--- src/rtl/sleep_cycle_controller.sv ---
// sleep_cycle_controller: awake/drowsy/asleep tracker driving energy counter enables; optional STRESS_WAKE_EN adds stress-forced wake.
module sleep_cycle_controller #(
  parameter int IND_W        = 2,
  parameter int SLEEP_LEVEL  = 0,
  parameter int WAKE_LEVEL   = 2**IND_W-1,
  parameter int STRESS_BLOCK = 2**IND_W-1,
  parameter int DROWSY_TICKS = 4,
  parameter int MIN_SLEEP    = 8
) (
  input  logic             clk,
  input  logic             rst_n,
  input  logic             tick,
  input  logic [IND_W-1:0] energy_indicator,
  input  logic [IND_W-1:0] stress_indicator,
  output logic [1:0]       state,
  output logic             asleep,
  output logic             fell_asleep,
  output logic             woke_up,
  output logic             en_inc,
  output logic             en_dec
);
  localparam int CNT_MAX = DROWSY_TICKS > MIN_SLEEP ? DROWSY_TICKS : MIN_SLEEP;
  localparam int CW = $clog2(CNT_MAX + 1);
  localparam logic [IND_W-1:0] SL = IND_W'(SLEEP_LEVEL);
  localparam logic [IND_W-1:0] WL = IND_W'(WAKE_LEVEL);
  localparam logic [IND_W-1:0] SB = IND_W'(STRESS_BLOCK);
  localparam logic [CW-1:0] DT_LAST = CW'(DROWSY_TICKS - 1);
  localparam logic [CW-1:0] MS = CW'(MIN_SLEEP);
  typedef enum logic [1:0] {AWAKE = 2'b00, DROWSY = 2'b01, ASLEEP = 2'b10} state_t;
  state_t st, st_nx;
  logic [CW-1:0] cnt, cnt_nx;
  logic fell_nx, woke_nx, sleepy, block, wake_ok;
  assign sleepy  = energy_indicator <= SL;
  assign block   = stress_indicator >= SB;
  assign wake_ok = energy_indicator >= WL;
  always_comb begin
    st_nx   = st;
    cnt_nx  = cnt;
    fell_nx = 1'b0;
    woke_nx = 1'b0;
    case (st)
      AWAKE: if (tick && sleepy && !block) begin
        st_nx  = DROWSY;
        cnt_nx = '0;
      end
      DROWSY: if (tick) begin
        if (block || !sleepy) st_nx = AWAKE;
        else if (cnt == DT_LAST) begin
          st_nx   = ASLEEP;
          cnt_nx  = '0;
          fell_nx = 1'b1;
        end else cnt_nx = cnt + CW'(1);
      end
      ASLEEP: if (tick) begin
`ifdef STRESS_WAKE_EN
        if (block) begin
          st_nx   = AWAKE;
          woke_nx = 1'b1;
        end else
`endif
        if (cnt == MS && wake_ok) begin
          st_nx   = AWAKE;
          woke_nx = 1'b1;
        end else cnt_nx = (cnt == MS) ? cnt : cnt + CW'(1);
      end
      // reserved code: recover without waiting for a tick
      default: begin
        st_nx  = AWAKE;
        cnt_nx = '0;
      end
    endcase
  end
  always_ff @(posedge clk) begin
    if (!rst_n) begin
      st          <= AWAKE;
      cnt         <= '0;
      fell_asleep <= 1'b0;
      woke_up     <= 1'b0;
    end else begin
      st          <= st_nx;
      cnt         <= cnt_nx;
      fell_asleep <= fell_nx;
      woke_up     <= woke_nx;
    end
  end
  assign state  = st;
  assign asleep = st == ASLEEP;
  assign en_dec = rst_n & tick & (st == AWAKE);
  assign en_inc = rst_n & tick & (st == ASLEEP);
endmodule

--- config.mk ---
export PLATFORM = sky130hd
export DESIGN_NAME = sleep_cycle_controller
export DESIGN_NICKNAME = d
export VERILOG_FILES = /design/src/rtl/sleep_cycle_controller.sv
export SDC_FILE = /design/constraint.sdc
export NUM_CORES = 1
export LEC_CHECK = 0
export CORE_AREA = 2 2 39 41
export CTS_CLUSTER_DIAMETER = 100
export CTS_CLUSTER_SIZE = 25
export DETAILED_ROUTE_END_ITERATION = 7
export DIE_AREA = 0 0 41 43
export GPL_ROUTABILITY_DRIVEN = 0
export HOLD_SLACK_MARGIN = 0.12
export PLACE_DENSITY_LB_ADDON = 0.25
export SLEW_MARGIN = 40
export SYNTH_ARGS = -nofsm -noshare
export SYNTH_HDL_FRONTEND = slang
export SYNTH_SLANG_ARGS = --single-unit
--- constraint.sdc ---
create_clock -name clk -period 2 [get_ports clk]
set_clock_uncertainty 0.1 [all_clocks]
set_input_delay 0.2 -clock clk [delete_from_list [all_inputs] [get_ports clk]]
set_output_delay 0.2 -clock clk [all_outputs]
set_load 0.05 [all_outputs]
# After elaboration in Yosys (flattened, before gate mapping)
# Cells that the tools add are included.
[classes] mux=17 magnitude_cmp=3 n_eq_ne=12 reduce_logical=11 bitwise=6 add_sub_neg=1
[ops] operator="$mux 4" n=7
[ops] operator="$mux 2" n=6
[ops] operator="$ne 2x2->1 const B" n=6
[ops] operator="$pmux 4 s3" n=1
[ops] operator="$pmux 2 s3" n=1
[ops] operator="$reduce_and 6->1" n=1
[ops] operator="$reduce_and 5->1" n=1
[ops] operator="$add 4x1->4 const B" n=1
[ops] operator="$eq 4x2->1 const B" n=1
[ops] operator="$eq 4x4->1 const B" n=1
[ops] operator="$ge 2x2->1 const B" n=2
[ops] operator="$reduce_or 4->1" n=1
[ops] operator="$and 1x1->1" n=3
[ops] operator="$logic_and 1x1->1" n=3
[ops] operator="$ne 3x3->1 const B" n=1
[ops] operator="$not 1->1" n=3
[ops] operator="$reduce_and 3->1" n=1
[ops] operator="$eq 2x1->1 const B" n=1
[ops] operator="$eq 2x2->1 const B" n=1
[ops] operator="$le 2x1->1 const B" n=1
[ops] operator="$logic_not 1->1" n=2
[ops] operator="$logic_not 2->1" n=1
[ops] operator="$mux 1" n=2
[ops] operator="$ne 2x1->1 const B" n=1
[ops] operator="$logic_or 1x1->1" n=1
[totals] register_bits=8 input_bits=7 word_cells=54 output_inout_bits=7

# Longest topological paths before layout
# Gate-level depths: netlist of the first run.
[depth] depth_word=6 mapped_depth=6 mapped_depth_nobuf=6

# Worst setup path before layout of the first run
# No wires, ideal clock.
[synth_timing] path_type="flip-flop to flip-flop" startpoint="reg st[1] (netlist: state[1])" endpoint="reg woke_up" setup_ns=0.062 required_time_ns=1.838 path_stages_with_launch=4 period_less_slack_ns=2.274 arrival_ns=2.112 path_buffers=0 path_slack_ns=-0.274 path_cell_list="dfxtp_1 -> ha_1 -> and3_1 -> and4_1"
[synth_via] elab_chain_cells=2
[synth_lines] item="start, declared" line="30" rtl="state_t st, st_nx;"
[synth_lines] item="start signal, assigned" line="80" rtl="st <= st_nx;"
[synth_lines] item="$eq 2x2->1"
[synth_lines] item="named net asleep" line="16" rtl="output logic asleep,"
[synth_lines] item="$reduce_and 3->1 (no line)"
[synth_lines] item="end signal, assigned" line="83" rtl="woke_up <= woke_nx;"
[synth_lines] item="end, declared" line="18" rtl="output logic woke_up,"
# The timed path passes the listed nets, and every way through them passes these cells.
# A chain may end at the register's enable or synchronous reset.

# Final worst setup path of the first run
[layout_timing] startpoint="reg st[0] (netlist: state[0])" endpoint="out state[0]"
[layout_lines] item="end, declared" line="15" rtl="output logic [1:0] state,"
# No word-level cell between the ends.

==> out/qor.yml, run 1 <==
synth:
  syn_nets: 76
  synth_seq_area_share: 0.291
  synthArstFlopShare: 0
  synthDominantCellAreaShare: 0.291
  synthCells: 64
  ys_ff_latch: 8
  yosys.area.top_type: "dfxtp_1"
  synth.area.top_cells: "dfxtp_1, ha_1, inv_1"
  avgSynthCellArea_um2: 8.60
  ys_types: 33
  synth-edff-count: 0
  synth_area_um2: 551
  ys.flop_type: "dfxtp_1"
  synth_warnings: 0
clock_network:
  insertion_delay_ns: 0.27
  hold_buffers: 0
  clockBufferDepth: 2
  ctsResizeCount: 0
  cts_tree: "built"
  root_buffer: "clkbuf_4"
  clk_pin_slew_ns: 0.06
  htree_levels: 1
  clock-sinks: 8
  post_cts_buffers: 0
  cts_made_buffers: 3
detailed_routing:
  wl_per_cell_um: 13.1
  routed_wl_mm: 1.26
  num_vias: 522
  drt_pass1_iterations: 4
  drcViolationCount: 0
  via_per_inst: 5.44
  antenna_left: 0
  drtIter0Drc: 11
die:
  die_x_um: 41
  io_pins: 14
  floorplan.initialDensity: 0.398
  fp.dieH_um: 43
  std_cell_rows: 14
  die-area_um2: 1760
  core-area_um2: 1380
finish:
  finalNetCount: 94
  final_area_um2: 752
  syn2layout_area_growth_pct: 36.6
  drive_gt1_frac: 0.163
  n_fill_cell: 140
  fin_cells: 96
  insertedDiodeCount: 0
worst_setup_path:
  worstSetupPathType: "reg2out"
  worstPathArrival_ns: 1.47
  critPathMaxFanout: 4
  cpLargestDelayFamily: "buffers and inverters"
  critPathRequiredTime_ns: 1.70
  crit_chain: "clkdlybuf4s50_1"
  end_kind: "primary output"
  cp.buffers_inverters: 1
  cp-start-kind: "flop"
  critPathMaxStageDelay_ns: 0.82
  cp_slowest_cell: "clkdlybuf4s50_1"
timing:
  tightest_slew_ns: 0.598
  post-route-min-period_ns: 1.77
  setup_viol: 0
  slew_violations: 0
  fmax_mhz: 565
  final-hold-violation-count: 0
  fin_crit_sh: 0.885
  rsz0062_at_grt: "no"
  relSlewSlack: 0.598
global_route:
  grt_overflow_total: 0
  grt_use_total: 0.178
  grt_max_degree: 10
  grt_antenna_before_repair: 0
  grt_pass1_vias: 501
  grt_pass1_wl_mm: 2.15
placed_design:
  port_buffers: 13
  postPlaceCellArea_um2: 729
  dp_cells: 93
  hpwlAfterDp_um: 977
job:
  maxCapViolations: 0
power:
  p_leak_nw: 0.297
  power_density_nw_per_um2: 544
  ir_drop_mv: 0.321
status:
  outcome: "completed"
hold_path:
  hold_path.class: "reg2reg"
-- worst paths after layout --
path,startpoint,to,slack [ns],depth (start not counted)
setup reg to reg,cnt[0]$_SDFFE_PN0P_,cnt[3]$_SDFFE_PN0P_,0.24,5
setup / recovery,state[0]$_SDFFE_PN0P_,state[0],0.23,1
hold reg to reg,state[1]$_SDFFE_PN0P_,state[1]$_SDFFE_PN0P_,0.40,2
hold / removal,state[1]$_SDFFE_PN0P_,state[1]$_SDFFE_PN0P_,0.40,2
-- metrics by stage --
stage / setup TNS [ns] / util / setup WS, ns / hold WS (ns) / total power, W
2_1_floorplan: -0.103 / - / -0.103 / 0.265 / 0.000237
3_3_place_gp: 0 / 0.527 / 0.214 / 0.392 / 0.000277
3_5_place_dp: 0 / 0.527 / 0.160 / 0.398 / 0.000279
4_1_cts: 0 / 0.543 / 0.225 / 0.406 / 0.000408
5_1_grt: 0 / 0.543 / 0.114 / 0.437 / 0.000422
6_report: 0 / 0.543 / 0.230 / 0.397 / 0.000409
-- cells in the final DEF, fill, tap and decap left out, types with 2 or more instances in the layout --
master	instances
nand2_1	6
nand3_1	3
buf_12	2
ha_1	4
a21o_1	2
clkbuf_4	3
a21oi_1	2
nand3b_1	2
dfxtp_1	8
inv_1	7
o21ai_1	2
mux2i_1	2
nor2_1	2
buf_4	2
o21ai_0	2
clkdlybuf4s50_1	10
-- area by class of cell --
cell class              instances  area [um^2]  share of cell area
clock buffers                   3         22.5              0.0300
inverters                       7         26.3              0.0349
multi-input cells              48          368               0.489
flip-flops and latches          8          160               0.213
well taps                      16         20.0              0.0266
repair buffers                 14          155               0.206
-- layer usage --
layer / part of all wire / vias to the layer above / GRT usage
met2: 0.46 / 10 / 0.244
met1: 0.48 / 241 / 0.252
li1: - / 266 / -
met4: 0.029 / 0 / 0.100
met3: 0.031 / 5 / 0.0314
met5: 0 / - / 0
-- cells by family after synthesis --
group	count (synthesis)	share of synthesized area
buffers and inverters	8	0.0545
AOI/OAI and AO/OA	17	0.245
adders and majority gates	5	0.114
and+or+nand+nor	24	0.259
DFF	8	0.291
muxes	2	0.0364
-- state kept, by name, summed over array words and instances (netlist names) --
| register | cells |
|---|---|
| fell_asleep | 1 |
| woke_up | 1 |
| cnt | 4 |
| state | 2 |
-- where the power goes --
part	internal [W]	leakage, nW	switching, W
Combinational	0.0000470	0.219	0.0000632
Clock	0.0000692	0.0138	0.0000636
Sequential	0.000163	0.0646	0.00000328
Total	0.000279	0.297	0.000130
-- cell usage after synthesis (all sizes together), types with 2 or more instances --
library cell  n
dfxtp         8
inv           7
nand2         6
ha            5
nand3         4
o21ai         4
a211oi        2
a21o          2
a21oi         2
mux2i         2
nand3b        2
nor2          2
Power figures use the tool's default switching activity.
==> run 2: changes to the inputs <==
RECOVER_POWER = 25   (was default)
==> run 2 against run 1 <==
Via count shrank 0.38%; maximum frequency down 0.82%; power shrank 0.32%; sequential share of layout area rose by 0.25 points; global-route usage unchanged; sequential cell count unchanged; first-iteration DRC count is 9.1% higher; highest routed layer unchanged; register-to-register slack lost 0.02 ns; cell count did not move; hold slack got worse by 0.0022 ns; largest power group unchanged; non-clock buffer count unchanged; clock power about the same.
==> out/qor.yml, run 2 (synthesis results as in run 1) <==
placed_design:
  hpwlAfterDp_um: 977  # unchanged
  dp_cells: 93  # unchanged
  port_buffers: 13  # unchanged
timing:
  fmax_mhz: 560  # -0.82%
  relSlewSlack: 0.591  # -0.00683
  fin_crit_sh: 0.892  # +0.00731
  slew_violations: 0  # unchanged
  setup_viol: 0  # unchanged
  hold_slack_ns: 0.395  # -0.00220 ns
  final-hold-violation-count: 0  # unchanged
  post-route-min-period_ns: 1.78  # +0.0146 ns
  rsz0062_at_grt: "no"
  tightest_slew_ns: 0.608  # +0.0102 ns
global_route:
  grt_overflow_total: 0  # unchanged
  grt_use_total: 0.178  # unchanged
  grt_pass1_wl_mm: 2.15  # unchanged
  grt_pass1_vias: 501  # unchanged
  grt_max_degree: 10  # unchanged
  grt_antenna_before_repair: 0  # unchanged
power:
  clockPowerShare: 0.324  # about the same
  power_density_nw_per_um2: 548  # +0.85%
  pwr-share-comb: 0.269  # about the same
  intPower_w: 0.000279  # about the same
  swShare: 0.317  # -0.00170
  p_switching_w: 0.000129  # -0.85%
  p_leak_nw: 0.291  # -2.1%
  ir_drop_mv: 0.321  # -0.14%
  seqPwrFrac: 0.407  # +0.002
finish:
  largest_register_ff_count: 4  # unchanged
  syn2layout_area_growth_pct: 35.0
  layout_common_cells: "clkdlybuf4s50_1, dfxtp_1, inv_1, nand2_1, ha_1"
  fin_cells: 96  # unchanged
  drive_gt1_frac: 0.125  # -0.0375
  insertedDiodeCount: 0  # unchanged
  finalNetCount: 94  # unchanged
  top_register: "cnt"
  final_common_cell: "clkdlybuf4s50_1"
clock_network:
  cts_made_buffers: 3  # unchanged
  cts_tree: "built"
  clk_pin_slew_ns: 0.06  # about the same
  clockBufferDepth: 2  # unchanged
  post_cts_buffers: 0  # unchanged
  htree_levels: 1  # unchanged
  hold_buffers: 0  # unchanged
  root_buffer: "clkbuf_4"
  insertion_delay_ns: 0.27  # about the same
  ctsResizeCount: 0  # unchanged
  clock-sinks: 8  # unchanged
status:
  outcome: "completed"
detailed_routing:
  drcViolationCount: 0  # unchanged
  wl_per_cell_um: 13.2  # +0.55%
  via_per_inst: 5.42  # -0.38%
  drtIter0Drc: 12  # +1
  routed_wl_mm: 1.27  # +0.55%
  num_vias: 520  # -0.38%
  antenna_left: 0  # unchanged
  drt_pass1_iterations: 4  # unchanged
die:
  floorplan.initialDensity: 0.398  # unchanged
  core-area_um2: 1380  # unchanged
  io_pins: 14  # unchanged
  std_cell_rows: 14  # unchanged
  die-area_um2: 1760  # unchanged
  fp.dieH_um: 43  # unchanged
  die_x_um: 41  # unchanged
worst_setup_path:
  worstSetupPathType: "reg2reg"
  cp-start-kind: "flop"
  worstPathArrival_ns: 1.82  # +0.35 ns
  cp.buffers_inverters: 0  # -1
  critPathMaxStageDelay_ns: 0.41  # -0.41 ns
  rr_worst_depth: 5  # unchanged
  critPathRequiredTime_ns: 2.04  # +0.34 ns
  critPathMaxFanout: 5  # +1
  end_kind: "flop"
  cp.depth: 5  # +4
  crit_chain: "ha_1 > or3b_1 > a22o_1 > a211oi_2 > o32ai_1"
  cpLargestDelayFamily: "compound AO/OA/AOI/OAI gates"
  cp_slowest_cell: "or3b_1"
hold_path:
  whs_path_depth: 2  # unchanged
  hold_path.class: "reg2reg"
job:
  maxCapViolations: 0  # unchanged
## run 2: cell count changes in the layout (fill, tap and decap cells not counted), sizes merged
cell / change
clkbuf: +1
buf: -1
## run 2: layer usage
metal  vias up  GRT usage  routed length (um)
li1        266          -                   -
met5         -          0                   0
met4         0      0.100                  36
met2        10      0.244                 588
met3         5     0.0314                  37
met1       239      0.252                 607
## run 2: metrics by stage
| stage | cell area [um^2] | power, W | setup WS (ns) | util | setup TNS (ns) |
|---|---|---|---|---|---|
| global route | 743 | 0.000422 | 0.0933 | 0.537 | 0 |
| detailed placement | 729 | 0.000279 | 0.160 | 0.527 | 0 |
| finish | 743 | 0.000408 | 0.215 | 0.537 | 0 |
| global placement | 729 | 0.000277 | 0.214 | 0.527 | 0 |
| floorplan | 558 | 0.000237 | -0.103 | - | -0.103 |
| CTS | 752 | 0.000408 | 0.225 | 0.543 | 0 |
## run 2: worst paths after layout
kind                            to  slack [ns]                   from
max            cnt[3]$_SDFFE_PN0P_        0.22    cnt[0]$_SDFFE_PN0P_
min          state[1]$_SDFFE_PN0P_        0.40  state[1]$_SDFFE_PN0P_
max reg2reg    cnt[3]$_SDFFE_PN0P_        0.22    cnt[0]$_SDFFE_PN0P_
min reg2reg  state[1]$_SDFFE_PN0P_        0.40  state[1]$_SDFFE_PN0P_
## run 2: worst min-delay path, cell delays in order, from the launching register on
cell	delay [ns]
dfxtp_1	0.33
nand2_1	0.06
mux2i_1	0.06
## run 2: final cells by class
type                       instances  area [um^2]
inverter                           7         26.3
tap                               16         20.0
fill                             141          641
timing repair buffer              14          151
sequential                         8          160
clock buffer                       3         22.5
multi-input combinational         48          363
## run 2: power by group through the flow
| stage | clock, W | sequential (W) | combinational [W] |
|---|---|---|---|
| final | 0.000132 | 0.000166 | 0.000110 |
| after global routing | 0.000136 | 0.000166 | 0.000119 |
| after CTS | 0.000132 | 0.000166 | 0.000110 |
| after detailed placement | 0 | 0.000169 | 0.000109 |
| after global placement | 0 | 0.000169 | 0.000108 |
| after floorplan | 0 | 0.000179 | 0.0000582 |
==> run 3: changes to the inputs <==
REMOVE_ABC_BUFFERS = 1   (was default)
==> run 3 against run 2 <==
Sequential share of layout area increased by 0.15 points; critical endpoint unchanged; sequential cell count unchanged; cell count unchanged; largest cell class unchanged; clock power about the same; design area decreased by 0.67%.
==> out/qor.yml, run 3 (synthesis results as in run 1) <==
power:
  swShare: 0.316  # about the same
  seqPwrFrac: 0.406  # about the same
  pwr-share-comb: 0.266  # -0.003
  p_total_w: 0.000407  # -0.11%
  p_leak_nw: 0.289  # -0.57%
  clockPowerShare: 0.328  # +0.004
  ir_drop_mv: 0.365  # +14%
  intPower_w: 0.000278  # about the same
  power_density_nw_per_um2: 552  # +0.57%
  p_switching_w: 0.000129  # -0.21%
finish:
  largest_register_ff_count: 4  # unchanged
  drive_gt1_frac: 0.113  # -0.0125
  fin_cells: 96  # unchanged
  top_register: "cnt"
  insertedDiodeCount: 0  # unchanged
  layout_common_cells: "clkdlybuf4s50_1, dfxtp_1, inv_1, nand2_1, ha_1"
  multiInputGateArea_um2: 358  # -1.4%
  syn2layout_area_growth_pct: 34.1
  finalNetCount: 94  # unchanged
  final_common_cell: "clkdlybuf4s50_1"
  n_fill_cell: 135  # -4.3%
  final-seq-area_um2: 160  # unchanged
global_route:
  grt_use_total: 0.185  # +0.00704
  grt_max_degree: 11  # +1
  grt_overflow_total: 0  # unchanged
  grt_antenna_before_repair: 0  # unchanged
  grt_pass1_vias: 518  # +3.4%
  grt_pass1_wl_mm: 2.13  # -0.93%
die:
  io_pins: 14  # unchanged
  die-area_um2: 1760  # unchanged
  core-area_um2: 1380  # unchanged
  std_cell_rows: 14  # unchanged
  die_x_um: 41  # unchanged
  fp.dieH_um: 43  # unchanged
  floorplan.initialDensity: 0.398  # unchanged
hold_path:
  min-delay-start: "state[1]$_SDFFE_PN0P_"
  whs_path_depth: 2  # unchanged
  hold_path.class: "reg2reg"
  hold_end: "state[1]$_SDFFE_PN0P_"
detailed_routing:
  num_vias: 525  # +0.96%
  antenna_left: 0  # unchanged
  routed_wl_mm: 1.25  # -1.6%
  drtIter0Drc: 11  # -1
  drcViolationCount: 0  # unchanged
  drt_pass1_iterations: 4  # unchanged
  wl_per_cell_um: 13.0  # -1.6%
  via_per_inst: 5.47  # +0.96%
timing:
  fin_crit_sh: 0.900  # +0.00739
  tns_ns: 0  # unchanged
  post-route-min-period_ns: 1.80  # +0.0148 ns
  slew_violations: 0  # unchanged
  final-hold-violation-count: 0  # unchanged
  setup_viol: 0  # unchanged
  relSlewSlack: 0.611  # +0.0197
  rsz0062_at_grt: "no"
  tightest_slew_ns: 0.586  # -0.0216 ns
  fmax_mhz: 556  # -0.82%
status:
  outcome: "completed"
clock_network:
  cts_tree: "built"
  insertion_delay_ns: 0.26  # about the same
  hold_buffers: 0  # unchanged
  ctsResizeCount: 0  # unchanged
  root_buffer: "clkbuf_4"
  htree_levels: 1  # unchanged
  post_cts_buffers: 0  # unchanged
  clk_pin_slew_ns: 0.06  # about the same
  clock-sinks: 8  # unchanged
  cts_made_buffers: 3  # unchanged
  clockBufferDepth: 2  # unchanged
worst_setup_path:
  critPathRequiredTime_ns: 2.05  # about the same
  ff2ff_setup_slack_ns: 0.20  # about the same
  critPathMaxFanout: 5  # unchanged
  worst_r2r_endpoint: "cnt[3]$_SDFFE_PN0P_"
  cp-start-kind: "flop"
  worstSetupPathType: "reg2reg"
  worstPathArrival_ns: 1.85  # +0.03 ns
  end_kind: "flop"
  rr_worst_depth: 5  # unchanged
  r2r-start: "cnt[0]$_SDFFE_PN0P_"
job:
  maxCapViolations: 0  # unchanged
placed_design:
  dp_cells: 93  # unchanged
  hpwlAfterDp_um: 966  # -1.0%
  port_buffers: 13  # unchanged
==> run 3: worst max-delay path by stage <==
stage	endpoint	from	slack [ns]
floorplan	woke_up$_SDFF_PN0_	state[1]$_SDFFE_PN0P_	-0.27
global placement	cnt[2]$_SDFFE_PN0P_	energy_indicator[0]	0.22
detailed placement	cnt[2]$_SDFFE_PN0P_	energy_indicator[0]	0.19
CTS	en_dec	state[1]$_SDFFE_PN0P_	0.21
global route	cnt[3]$_SDFFE_PN0P_	cnt[0]$_SDFFE_PN0P_	0.11
finish	cnt[3]$_SDFFE_PN0P_	cnt[0]$_SDFFE_PN0P_	0.20
==> run 3: cell type report <==
class                           count  share of cell area
Multi-Input combinational cell     48               0.485
Sequential cell                     8               0.217
Timing Repair Buffer               14               0.205
Inverter                            7              0.0356
Clock buffer                        3              0.0305
Tap cell                           16              0.0271
==> run 3: power groups by stage <==
stage / Sequential, W / Clock (W) / Combinational [W]
finish: 0.000165 / 0.000134 / 0.000108
global route: 0.000166 / 0.000146 / 0.000117
CTS: 0.000165 / 0.000137 / 0.000109
detailed placement: 0.000169 / 0 / 0.000107
global placement: 0.000169 / 0 / 0.000106
floorplan: 0.000179 / 0 / 0.0000545
==> run 3: stage by stage <==
stage,cell area [um^2],utilization,setup WS (ns),hold WS (ns)
2_1_floorplan,547,-,-0.274,0.246
3_3_place_gp,722,0.522,0.217,0.389
3_5_place_dp,722,0.522,0.190,0.391
4_1_cts,744,0.538,0.210,0.411
5_1_grt,738,0.533,0.112,0.440
6_report,738,0.533,0.200,0.403
==> run 3: metal layers <==
| metal | vias to the layer above | share of wire | GRT usage |
|---|---|---|---|
| li1 | 267 | - | - |
| met1 | 243 | 0.44 | 0.220 |
| met2 | 12 | 0.49 | 0.278 |
| met3 | 3 | 0.044 | 0.0628 |
| met4 | 0 | 0.022 | 0.100 |
| met5 | - | 0 | 0 |
==> run 3: worst max-delay path: stages, from the launching register on <==
cell	delay, ns
dfxtp_1	0.40
ha_1	0.23
or3b_1	0.42
a22o_1	0.25
a211oi_2	0.19
o32ai_1	0.09
